`config.mk`:
```
export PLATFORM = sky130hd
export DESIGN_NAME = ctrl_unit_sorter
export DESIGN_NICKNAME = d
export VERILOG_FILES = /design/src/rtl/sorter_pkg.sv /design/src/rtl/ctrl_unit_sorter.sv
export SDC_FILE = /design/constraint.sdc
export NUM_CORES = 1
export LEC_CHECK = 0
export ABC_AREA = 0
export BUFFER_PORTS_ARGS = -buffer_cell sky130_fd_sc_hd__buf_2
export CORE_MARGIN = 2
export CORE_UTILIZATION = 48
export DETAILED_ROUTE_END_ITERATION = 16
export PLACE_DENSITY = 0.72
export SLEW_MARGIN = 25
export SYNTH_ARGS = -nofsm -noshare
export SYNTH_HDL_FRONTEND = slang
export SYNTH_SLANG_ARGS = --single-unit
```
`constraint.sdc`:
```
create_clock -name clk -period 1.8 [get_ports clk]
set_input_delay 0.36 -clock clk [delete_from_list [all_inputs] [get_ports clk]]
set_output_delay 0.36 -clock clk [all_outputs]
set_load 0.02 [all_outputs]
```
`src/rtl/sorter_pkg.sv`:
```
// Shared constants for the V2V bit sorter control path: mode codes,
// FSM state encoding, strobe bit positions and small decode helpers.
package sorter_pkg;

    localparam logic [1:0] M_QPSK  = 2'b00;
    localparam logic [1:0] M_QAM16 = 2'b01;

    localparam logic [1:0] S_IDLE   = 2'd0;
    localparam logic [1:0] S_LOAD_I = 2'd1;
    localparam logic [1:0] S_LOAD_Q = 2'd2;
    localparam logic [1:0] S_DONE   = 2'd3;

    localparam int unsigned LOAD_I_BIT = 0;
    localparam int unsigned LOAD_Q_BIT = 1;

    // Holds STEPS-1 for STEPS up to 15.
    localparam int unsigned CNT_W = 4;

    function automatic logic mode_legal(input logic [1:0] m);
        return (m == M_QPSK) || (m == M_QAM16);
    endfunction

    function automatic logic [1:0] strobe_vec(input logic [1:0] st);
        logic [1:0] v;
        v = 2'b00;
        case (st)
            S_LOAD_I: v[LOAD_I_BIT] = 1'b1;
            S_LOAD_Q: v[LOAD_Q_BIT] = 1'b1;
            default:  v = 2'b00;
        endcase
        return v;
    endfunction

endpackage

```
`src/rtl/ctrl_unit_sorter.sv`:
```
// Control FSM sequencing I/Q load strobes for QPSK / 16-QAM symbols.
// Optional registered busy output enabled by defining SORTER_BUSY_EN.
module ctrl_unit_sorter
    import sorter_pkg::*;
#(
    parameter int unsigned QPSK_STEPS  = 1,
    parameter int unsigned QAM16_STEPS = 2
) (
    input  logic       clk,
    input  logic       rst,
    input  logic [1:0] M,
    input  logic       start,
    output logic       done,
    output logic [1:0] loadQPSK,
`ifdef SORTER_BUSY_EN
    output logic [1:0] loadQAM16,
    output logic       busy
`else
    output logic [1:0] loadQAM16
`endif
);

    localparam logic [CNT_W-1:0] QPSK_M1  = CNT_W'(QPSK_STEPS - 1);
    localparam logic [CNT_W-1:0] QAM16_M1 = CNT_W'(QAM16_STEPS - 1);
    localparam logic [CNT_W-1:0] CNT_ONE  = {{(CNT_W-1){1'b0}}, 1'b1};

    logic [1:0]       state_q, state_d;
    logic [CNT_W-1:0] cnt_q, cnt_d;
    logic [1:0]       mode_q, mode_d;
    logic             done_q, done_d;
    logic [1:0]       load_qpsk_q, load_qpsk_d;
    logic [1:0]       load_qam16_q, load_qam16_d;
    logic             accept_s;
    logic [CNT_W-1:0] steps_m1_s;
    logic [1:0]       strobe_s;

    // Next-state, step counter and mode latch; outputs decode the next state so they register in step with it.
    always_comb begin
        state_d      = state_q;
        cnt_d        = cnt_q;
        mode_d       = mode_q;
        accept_s     = start && mode_legal(M);
        steps_m1_s   = (mode_q == M_QAM16) ? QAM16_M1 : QPSK_M1;
        case (state_q)
            S_IDLE: begin
                if (accept_s) begin
                    state_d = S_LOAD_I;
                    mode_d  = M;
                    cnt_d   = {CNT_W{1'b0}};
                end else begin
                    state_d = S_IDLE;
                end
            end
            S_LOAD_I: begin
                if (cnt_q == steps_m1_s) begin
                    state_d = S_LOAD_Q;
                    cnt_d   = {CNT_W{1'b0}};
                end else begin
                    cnt_d = cnt_q + CNT_ONE;
                end
            end
            S_LOAD_Q: begin
                if (cnt_q == steps_m1_s) begin
                    state_d = S_DONE;
                    cnt_d   = {CNT_W{1'b0}};
                end else begin
                    cnt_d = cnt_q + CNT_ONE;
                end
            end
            S_DONE: begin
                if (accept_s) begin
                    state_d = S_LOAD_I;
                    mode_d  = M;
                    cnt_d   = {CNT_W{1'b0}};
                end else begin
                    state_d = S_IDLE;
                end
            end
            default: begin
                state_d = S_IDLE;
                cnt_d   = {CNT_W{1'b0}};
            end
        endcase

        strobe_s = strobe_vec(state_d);
        if (mode_d == M_QAM16) begin
            load_qam16_d = strobe_s;
            load_qpsk_d  = 2'b00;
        end else begin
            load_qam16_d = 2'b00;
            load_qpsk_d  = strobe_s;
        end
        done_d = (state_d == S_DONE);
    end

    // State and registered outputs with asynchronous reset.
    always_ff @(posedge clk or posedge rst) begin
        if (rst) begin
            state_q      <= S_IDLE;
            cnt_q        <= {CNT_W{1'b0}};
            mode_q       <= M_QPSK;
            done_q       <= 1'b0;
            load_qpsk_q  <= 2'b00;
            load_qam16_q <= 2'b00;
        end else begin
            state_q      <= state_d;
            cnt_q        <= cnt_d;
            mode_q       <= mode_d;
            done_q       <= done_d;
            load_qpsk_q  <= load_qpsk_d;
            load_qam16_q <= load_qam16_d;
        end
    end

    assign done      = done_q;
    assign loadQPSK  = load_qpsk_q;
    assign loadQAM16 = load_qam16_q;

`ifdef SORTER_BUSY_EN
    logic busy_q, busy_d;

    // Busy covers every non-idle state, registered alongside the FSM.
    always_comb begin
        busy_d = (state_d != S_IDLE);
    end

    // Busy flop with asynchronous reset.
    always_ff @(posedge clk or posedge rst) begin
        if (rst) begin
            busy_q <= 1'b0;
        end else begin
            busy_q <= busy_d;
        end
    end

    assign busy = busy_q;
`endif

endmodule

```
==> results of run 1 <==
## worst register-to-register path, cell delays in order (launching register included)
cell	delay [ns]
sky130_fd_sc_hd__dfrtp_2	0.44
sky130_fd_sc_hd__inv_1	0.12
sky130_fd_sc_hd__ha_1	0.25
sky130_fd_sc_hd__and3b_1	0.27
sky130_fd_sc_hd__a211oi_1	0.36
sky130_fd_sc_hd__a211oi_1	0.11
## final timing paths
kind	cells after the start	slack (ns)	start	endpoint
setup reg to reg	5	0.11	state_q[0]	state_q[0]
setup / recovery	5	0.11	state_q[0]	state_q[0]
min in group clk	3	0.36	M[0]	mode_q[0]
max in group asynchronous	2	1.35	rst	state_q[0]
hold reg to reg	1	0.56	mode_q[1]	mode_q[1]
hold / removal	2	0.09	rst	cnt_q[0]
## state kept, by name, indices dropped and copies added (netlist names)
name / count
cnt_q: 4
loadQAM16: 2
loadQPSK: 2
mode_q: 2
state_q: 2
done: 1
## area by class of cell
type                    instances  area (µm²)
flip-flops and latches         13       326.6
fillers                       120       555.5
repair buffers                 10       52.55
clock buffers                   4       26.28
multi-input cells              53       355.3
inverters                       4       15.01
well taps                      15       18.77
## metrics by stage
stage	std cells	util (%)	total power, mW	instance area [µm²]	setup WS (ns)
2_1_floorplan	73	-	1.080	721.9	0.1029
6_report	99	58.85	1.398	794.5	0.1118
5_1_grt	99	58.85	1.513	794.5	0.01166
3_3_place_gp	95	56.81	1.197	767.0	0.1745
4_1_cts	99	58.76	1.395	793.3	0.1055
3_5_place_dp	95	56.81	1.209	767.0	0.1141
## report_power, final
group	total [mW]	internal (mW)	switching [mW]
logic	0.748	0.294	0.454
clock network	0.176	0.0855	0.0900
registers	0.474	0.390	0.0848
total	1.40	0.769	0.629
## synthesized netlist by cell type
cell | number | area (µm²)
sky130_fd_sc_hd__a211o_1 | 1 | 8.760
sky130_fd_sc_hd__a211oi_1 | 2 | 15.01
sky130_fd_sc_hd__a211oi_2 | 1 | 12.51
sky130_fd_sc_hd__a21o_1 | 1 | 7.510
sky130_fd_sc_hd__a21oi_1 | 5 | 25.02
sky130_fd_sc_hd__a31oi_1 | 1 | 6.260
sky130_fd_sc_hd__and2_1 | 2 | 12.51
sky130_fd_sc_hd__and2b_4 | 1 | 10.01
sky130_fd_sc_hd__and3b_1 | 1 | 8.760
sky130_fd_sc_hd__buf_1 | 1 | 3.750
sky130_fd_sc_hd__buf_6 | 2 | 22.52
sky130_fd_sc_hd__dfrtp_1 | 13 | 325.3
sky130_fd_sc_hd__ha_1 | 3 | 37.54
sky130_fd_sc_hd__inv_1 | 4 | 15.01
sky130_fd_sc_hd__nand2_1 | 7 | 26.28
sky130_fd_sc_hd__nand2b_1 | 2 | 12.51
sky130_fd_sc_hd__nand2b_4 | 1 | 13.76
sky130_fd_sc_hd__nand3_1 | 3 | 15.01
sky130_fd_sc_hd__nor2_1 | 5 | 18.77
sky130_fd_sc_hd__nor2b_1 | 1 | 6.260
sky130_fd_sc_hd__nor3_1 | 2 | 10.01
sky130_fd_sc_hd__o21a_1 | 1 | 7.510
sky130_fd_sc_hd__o21ai_0 | 5 | 25.02
sky130_fd_sc_hd__o21ai_1 | 1 | 5.000
sky130_fd_sc_hd__o31ai_1 | 2 | 15.01
sky130_fd_sc_hd__o41ai_2 | 1 | 16.27
sky130_fd_sc_hd__or3_1 | 1 | 6.260
sky130_fd_sc_hd__xnor2_2 | 1 | 16.27
sky130_fd_sc_hd__xor2_1 | 2 | 17.52
## kinds of logic after synthesis
| logic type | count (synthesis) | synth area share (%) |
|---|---|---|
| AO/OA/AOI/OAI | 21 | 19.93 |
| buffers and inverters | 7 | 5.718 |
| flip-flops | 13 | 45.06 |
| AND/OR/NAND/NOR | 26 | 19.41 |
| XOR/XNOR | 3 | 4.680 |
| adder cells (fa/ha/maj) | 3 | 5.200 |
## timing repair
action / in CTS / in global routing
endpoints found under the setup margin: 0 / 3
buffers inserted: 0 / 0
hold endpoints to repair: 0 / 0
gates resized for setup: 0 / 1
## per-layer routing
metal	routed length (µm)	global-route usage [%]	vias up	part of all wire, %
li1	-	-	277	-
met1	598	23.47	256	45
met2	614	28.48	25	46
met3	95	1.277	2	7.2
met4	19	7.500	0	1.4
met5	0	0	-	0
==> reports/summary.txt, run 1 <==
slew of the pin with the lowest slew margin: 0.5689 ns
average footprint of a synthesized cell: 9.890 µm²
CP cell instances: inv_1 -> ha_1 -> and3b_1 -> a211oi_1 -> a211oi_1
number of different library cells in the post-synthesis netlist: 29
total inserted antenna cells: 0
maximum VDD drop: 0.8822 mV
largest net degree at the start of global routing: 14
antenna violations before repair: 0
worst path buffer plus inverter count: 1
number of instances in the synthesized netlist: 73
max-slew violation count: 0
net count after synthesis: 81
count of H-tree levels built during CTS: 1
unrepaired setup endpoints after global routing: no
shortest clock period the worst path allows after layout: 1.688 ns
number of sinks handled by clock tree synthesis: 13
count of final hold-check violations: 0
CP Data Required Time: 1.93 ns
violation count after the first detailed-routing iteration: 22
fraction of final layout cells with drive strength greater than 1: 22.62%
Die Ht: 42.78 µm
Lkg Pwr: 0.3847 nW
total congestion overflow: 0
horizontal extent of the die: 42.78 µm
max-cap violation count: 0
Synth Register Bits: 13
Crit-path slowest cell: sky130_fd_sc_hd__dfrtp_2
layout net count: 93
cts bufs inserted: 3
period utilization: 93.79%
total global-route track usage: 17.43%
Post-Route WL: 1.327 mm
Vias/cell: 5.657
vias in the first global route: 540
area growth from synthesis to layout: 10.05%
arrival time of the worst setup path: 1.82 ns
startpoint types: register
routed via count: 560
category of cells accounting for the largest share of critical-path delay: compound AO/OA/AOI/OAI gates
length of the first detailed-routing pass in iterations: 4
proportion of synthesized chip area in sequential cells: 45.06%
commonest non-fill, non-tap cell in the layout: sky130_fd_sc_hd__dfrtp_1
remaining antenna violation count after routing: 0
# port buffers: 9
DR DRC count: 0
Slew HR: 61.78%
CTS tree: built
maximum root-to-sink buffer count: 2
outcome: completed
total die area: 1830 µm²
wire length of the first global-routing pass: 2.415 mm
GPL Wtd Cong: 0.9488
Std-Cell Rows: 13
placeable core area: 1350 µm²
clock root buffer master: sky130_fd_sc_hd__clkbuf_4
Total Negative Setup Slacks: 0 ns
WHS: 0.09341 ns
final HPWL from detailed placement: 971.4 µm
CP Max Fanout: 7
most frequent cells in the layout: 12 x sky130_fd_sc_hd__dfrtp_1, 9 x sky130_fd_sc_hd__buf_2, 7 x sky130_fd_sc_hd__nand2_1
I/O pin cnt: 10
Achievable Freq: 0.5923 GHz
total of endpoints with negative setup slack in the final report: 0
Critical Path Max Stage Delay: 0.44 ns
clk slew on worst S/H paths: 0.08 ns
number of buffers inserted by hold repair at cts: 0
clock network latency to the later pin of the worst-skew pair: 0.27 ns
Setup CP Type: register to register
Pwr per Cell Area: 1760 nW/µm²
class of the tightest hold or removal check: input port to async pin
Clock Skew: 0.007002 ns
crit-path most repeated cell: sky130_fd_sc_hd__a211oi_1
category of the worst setup path capture point: register
Post-Synthesis Cell Area: 721.9 µm²
initial core utilization: 53.48%
wire per inst: 13.40 µm
yosys warns: 0
(Power assumes the default switching activity.)
==> run 2: changes to the inputs <==
--- a/config.mk
+++ b/config.mk
@@ -8,9 +8,9 @@
 export ABC_AREA = 0
 export BUFFER_PORTS_ARGS = -buffer_cell sky130_fd_sc_hd__buf_2
 export CORE_MARGIN = 2
-export CORE_UTILIZATION = 48
+export CORE_UTILIZATION = 53
 export DETAILED_ROUTE_END_ITERATION = 16
-export PLACE_DENSITY = 0.72
+export PLACE_DENSITY = 0.75
 export SLEW_MARGIN = 25
 export SYNTH_ARGS = -nofsm -noshare
 export SYNTH_HDL_FRONTEND = slang
==> constraint.sdc (replaced) <==
create_clock -name clk -period 1.6 [get_ports clk]
set_input_delay 0.32 -clock clk [delete_from_list [all_inputs] [get_ports clk]]
set_output_delay 0.32 -clock clk [all_outputs]
set_load 0.02 [all_outputs]
==> reports/summary.txt, run 2 (synthesized netlist as in run 1, its figures left out) <==
antenna violations before repair: 0
Post-Route WL: 1.250 mm
outcome: completed
overall power: 1.669 mW
Sequential Power Share: 31.7%
wire per inst: 12.25 µm
max FFs per register: 4
commonest non-fill, non-tap cell in the layout: sky130_fd_sc_hd__dfrtp_1
# port buffers: 9
Slew HR: 66.68%
unrepaired setup endpoints after global routing: no
cell-internal power: 0.9430 mW
number of buffers inserted by hold repair at cts: 0
CP Max Fanout: 7
area growth from synthesis to layout: 16.29%
R2R depth: 6
Critical Path End: loadQAM16[1]
routed via count: 561
sequential cell area: 325.3 µm²
GPL Wtd Cong: 0.7405
vias in the first global route: 506
total die area: 1673 µm²
count of H-tree levels built during CTS: 1
arrival time of the worst setup path: 1.71 ns
clock root buffer master: sky130_fd_sc_hd__clkbuf_4
violation count after the first detailed-routing iteration: 7
final critical-path setup slack: 0.07158 ns
clk slew on worst S/H paths: 0.09 ns
layout net count: 96
power spent charging and discharging nets: 0.7256 mW
clock network latency to the later pin of the worst-skew pair: 0.27 ns
CP Data Required Time: 1.78 ns
cts bufs inserted: 3
Setup CP Type: register to register
dpl cell area: 807.0 µm²
number of sinks handled by clock tree synthesis: 13
FF-to-FF setup slack: 0.07 ns
total inserted antenna cells: 0
final HPWL from detailed placement: 1.014 mm
most frequent cells in the layout: 13 x sky130_fd_sc_hd__dfrtp_1, 9 x sky130_fd_sc_hd__buf_2, 7 x sky130_fd_sc_hd__nand2_1, 5 x sky130_fd_sc_hd__nor2_1, 5 x sky130_fd_sc_hd__a21oi_1
final cell utilization of the core: 65.34%
maximum VDD drop: 0.9849 mV
remaining antenna violation count after routing: 0
category of the worst setup path capture point: register
DR DRC count: 0
Achievable Freq: 0.6543 GHz
wire length of the first global-routing pass: 2.090 mm
length of the first detailed-routing pass in iterations: 4
Worst setup startpoint: state_q[0]
Die Ht: 40.91 µm
shortest clock period the worst path allows after layout: 1.528 ns
Total Negative Setup Slacks: 0 ns
max-cap violation count: 0
period utilization: 95.53%
CTS tree: built
Vias/cell: 5.500
horizontal extent of the die: 40.91 µm
endpoint of the worst-slack reg-to-reg timing path: loadQAM16[1]
fillcell total: 109
RR Startpoint: state_q[0]
I/O pin cnt: 10
Pwr per Cell Area: 1988 nW/µm²
count of final hold-check violations: 0
worst slack at placement: 0.05375 ns
max-slew violation count: 0
fraction of final layout cells with drive strength greater than 1: 29.89%
total congestion overflow: 0
startpoint types: register
placeable core area: 1285 µm²
largest register by flop count: cnt_q
net switching fraction of the power: 43.49%
Clock Skew: 0.009214 ns
combinational fraction of design power: 56.3%
initial core utilization: 56.18%
maximum root-to-sink buffer count: 2
area occupied by multi-input gates: 379.1 µm²
final design instance area without fill: 839.6 µm²
Std-Cell Rows: 13
Lkg Pwr: 0.4046 nW
slew of the pin with the lowest slew margin: 0.4993 ns
total global-route track usage: 19.23%
clock network fraction of total power: 12.0%
class of the tightest hold or removal check: input port to async pin
total of endpoints with negative setup slack in the final report: 0
largest net degree at the start of global routing: 14
[run 2: what timing repair did]
| action | CTS | global route |
|---|---|---|
| endpoints found under the setup margin | 0 | 3 |
| hold endpoints to repair | 0 | 0 |
| resized for setup | 0 | 2 |
| setup buffers | 0 | 0 |
[run 2: metrics by stage]
| step | hold slack, ns | std cells |
|---|---|---|
| after floorplan | 0.1970 | 73 |
| after global placement | 0.3680 | 98 |
| after detailed placement | 0.3702 | 98 |
| after CTS | 0.07466 | 102 |
| after global routing | 0.1014 | 102 |
| final | 0.06025 | 102 |
[run 2: worst min path at each step]
stage / startpoint / endpoint / slack, ns / cells past startpoint
global route: rst / loadQAM16[0] / 0.10 / 2
global placement: rst / loadQPSK[0] / 0.37 / 2
floorplan: rst / cnt_q[0] / 0.20 / 1
finish: rst / state_q[1] / 0.06 / 2
CTS: rst / done / 0.07 / 2
detailed placement: rst / loadQAM16[0] / 0.37 / 2
[run 2: final cells by class]
class	count	share of cell area (%)
Tap cell	15	2.235
Clock buffer	4	3.130
Sequential cell	13	38.75
Multi-Input combinational cell	53	45.16
Timing Repair Buffer	13	8.942
Inverter	4	1.788
[run 2: worst max-delay path, stage by stage, from the launching register on]
cell and delay, ns:
sky130_fd_sc_hd__dfrtp_1 0.39, sky130_fd_sc_hd__inv_2 0.10, sky130_fd_sc_hd__ha_4 0.21, sky130_fd_sc_hd__and3b_2 0.26
sky130_fd_sc_hd__nand2b_4 0.16, sky130_fd_sc_hd__o21a_1 0.18, sky130_fd_sc_hd__a21oi_1 0.14
[run 2: power groups by stage]
| stage | clock network (mW) | logic (mW) | registers (mW) |
|---|---|---|---|
| 5_1_grt | 0.222 | 1.06 | 0.548 |
| 6_report | 0.200 | 0.939 | 0.529 |
| 3_3_place_gp | 0 | 0.916 | 0.534 |
| 4_1_cts | 0.208 | 0.940 | 0.532 |
| 2_1_floorplan | 0 | 0.686 | 0.577 |
| 3_5_place_dp | 0 | 0.936 | 0.538 |
[run 2: metal layers]
metal  GRT usage [%]  vias up  share of wire (%)
met5               0        -                  0
met4           5.000        0               0.40
met3           4.891        2                3.4
met2           34.77       11                 50
met1           22.03      265                 46
li1                -      283                  -
==> run 3: changes to the inputs <==
--- a/config.mk
+++ b/config.mk
@@ -10,7 +10,7 @@
 export CORE_MARGIN = 2
 export CORE_UTILIZATION = 53
 export DETAILED_ROUTE_END_ITERATION = 16
-export PLACE_DENSITY = 0.75
+export PLACE_DENSITY = 0.74
 export SLEW_MARGIN = 25
 export SYNTH_ARGS = -nofsm -noshare
 export SYNTH_HDL_FRONTEND = slang
==> reports/summary.txt, run 3 (synthesized netlist as in run 1, its figures left out) <==
outcome: completed
clock root buffer master: sky130_fd_sc_hd__clkbuf_4
placeable core area: 1285 µm²
Clock Skew: 0.0009032 ns
CP Max Fanout: 7
Lkg Pwr: 0.4138 nW
clk slew on worst S/H paths: 0.08 ns
count of final hold-check violations: 0
largest net degree at the start of global routing: 14
total of endpoints with negative setup slack in the final report: 0
layout net count: 98
Critical Path Max Stage Delay: 0.40 ns
total congestion overflow: 0
total die area: 1673 µm²
maximum root-to-sink buffer count: 2
Vias/cell: 5.442
count of H-tree levels built during CTS: 1
antenna violations before repair: 0
Achievable Freq: 0.6596 GHz
total global-route track usage: 21.34%
slew of the pin with the lowest slew margin: 0.5010 ns
Die Ht: 40.91 µm
category of cells accounting for the largest share of critical-path delay: simple AND/OR/NAND/NOR gates
horizontal extent of the die: 40.91 µm
worst path buffer plus inverter count: 1
arrival time of the worst setup path: 1.72 ns
violation count after the first detailed-routing iteration: 14
CTS tree: built
# port buffers: 9
WHS: 0.05512 ns
CP cell instances: inv_2 -> ha_4 -> and3b_2 -> nand2b_4 -> o21a_1 -> a21oi_2
most frequent cells in the layout: 13 x sky130_fd_sc_hd__dfrtp_1, 9 x sky130_fd_sc_hd__buf_2, 7 x sky130_fd_sc_hd__nand2_1, 6 x sky130_fd_sc_hd__buf_4, 5 x sky130_fd_sc_hd__nor2_1
maximum VDD drop: 0.9652 mV
I/O pin cnt: 10
length of the first detailed-routing pass in iterations: 4
cts bufs inserted: 3
unrepaired setup endpoints after global routing: yes
Crit-path slowest cell: sky130_fd_sc_hd__dfrtp_1
period utilization: 94.75%
startpoint types: register
wire per inst: 13.63 µm
final cell utilization of the core: 67.09%
total inserted antenna cells: 0
Slew HR: 66.56%
class of the tightest hold or removal check: input port to async pin
number of buffers inserted by hold repair at cts: 0
final HPWL from detailed placement: 1.058 mm
GPL Wtd Cong: 0.7636
number of sinks handled by clock tree synthesis: 13
vias in the first global route: 532
fraction of final layout cells with drive strength greater than 1: 33.71%
CP Data Required Time: 1.81 ns
Placed Cells incl. Taps: 97
commonest non-fill, non-tap cell in the layout: sky130_fd_sc_hd__dfrtp_1
max-cap violation count: 0
largest register by flop count: cnt_q
shortest clock period the worst path allows after layout: 1.516 ns
Pwr per Cell Area: 2060 nW/µm²
DR DRC count: 0
area growth from synthesis to layout: 19.41%
final cell count without fillers: 104
Setup CP Type: register to register
fillcell total: 107
initial core utilization: 56.18%
max-slew violation count: 0
remaining antenna violation count after routing: 0
category of the worst setup path capture point: register
max FFs per register: 4
routed via count: 566
clock network latency to the later pin of the worst-skew pair: 0.28 ns
wire length of the first global-routing pass: 2.290 mm
Std-Cell Rows: 13
Post-Route WL: 1.418 mm
[run 3: power breakdown]
group / total, mW / switching [mW] / internal (mW)
Sequential: 0.532 / 0.0959 / 0.436
Clock: 0.211 / 0.114 / 0.0966
Combinational: 1.03 / 0.561 / 0.472
[run 3: worst reg2reg max path: cells and delay by family (launching register included)]
family	cells	cell delay (ns)
buffers and inverters	1	0.09
DFF	1	0.40
adders and majority gates	1	0.22
and+or+nand+nor	2	0.43
AOI/OAI and AO/OA	2	0.31
[run 3: final cells by class]
class,count,area (µm²),area share (%)
flip-flops and latches,13,325.3,37.74
inverters,4,15.01,1.742
clock buffers,4,26.28,3.048
well taps,15,18.77,2.177
multi-input cells,53,386.6,44.85
repair buffers,15,90.09,10.45
[run 3: repair_timing]
| item | CTS | global route |
|---|---|---|
| setup buffers | 0 | 3 |
| hold endpoints to repair | 0 | 0 |
| endpoints found under the setup margin | 0 | 4 |
| resized for setup | 0 | 4 |
[run 3: path summary, 6_finish.rpt]
| path | from | endpoint | slack, ns | cells after the start |
|---|---|---|---|---|
| max in group asynchronous | rst | state_q[1] | 1.21 | 2 |
| worst min-delay path | rst | loadQPSK[0] | 0.06 | 2 |
| worst min register to register | mode_q[0] | mode_q[0] | 0.55 | 2 |
| worst max-delay path | state_q[0] | loadQAM16[1] | 0.08 | 6 |
| worst max register to register | state_q[0] | loadQAM16[1] | 0.08 | 6 |
| min in group clk | M[0] | mode_q[0] | 0.30 | 3 |
[run 3: metal layers]
metal | track usage (%) | part of all wire (%)
met2 | 36.33 | 52
met4 | 10.00 | 0.99
met5 | 0 | 0
met3 | 3.261 | 2.6
met1 | 25.93 | 44
[run 3: stage by stage]
stage	total power, mW	setup TNS (ns)	setup WS, ns	cell area, µm²
final	1.776	0	0.08402	862.1
after global routing	1.931	-0.01503	-0.01130	862.1
after CTS	1.677	0	0.05093	825.8
after detailed placement	1.473	0	0.07413	799.5
after global placement	1.453	0	0.1225	799.5
after floorplan	1.264	0	0.01025	739.5
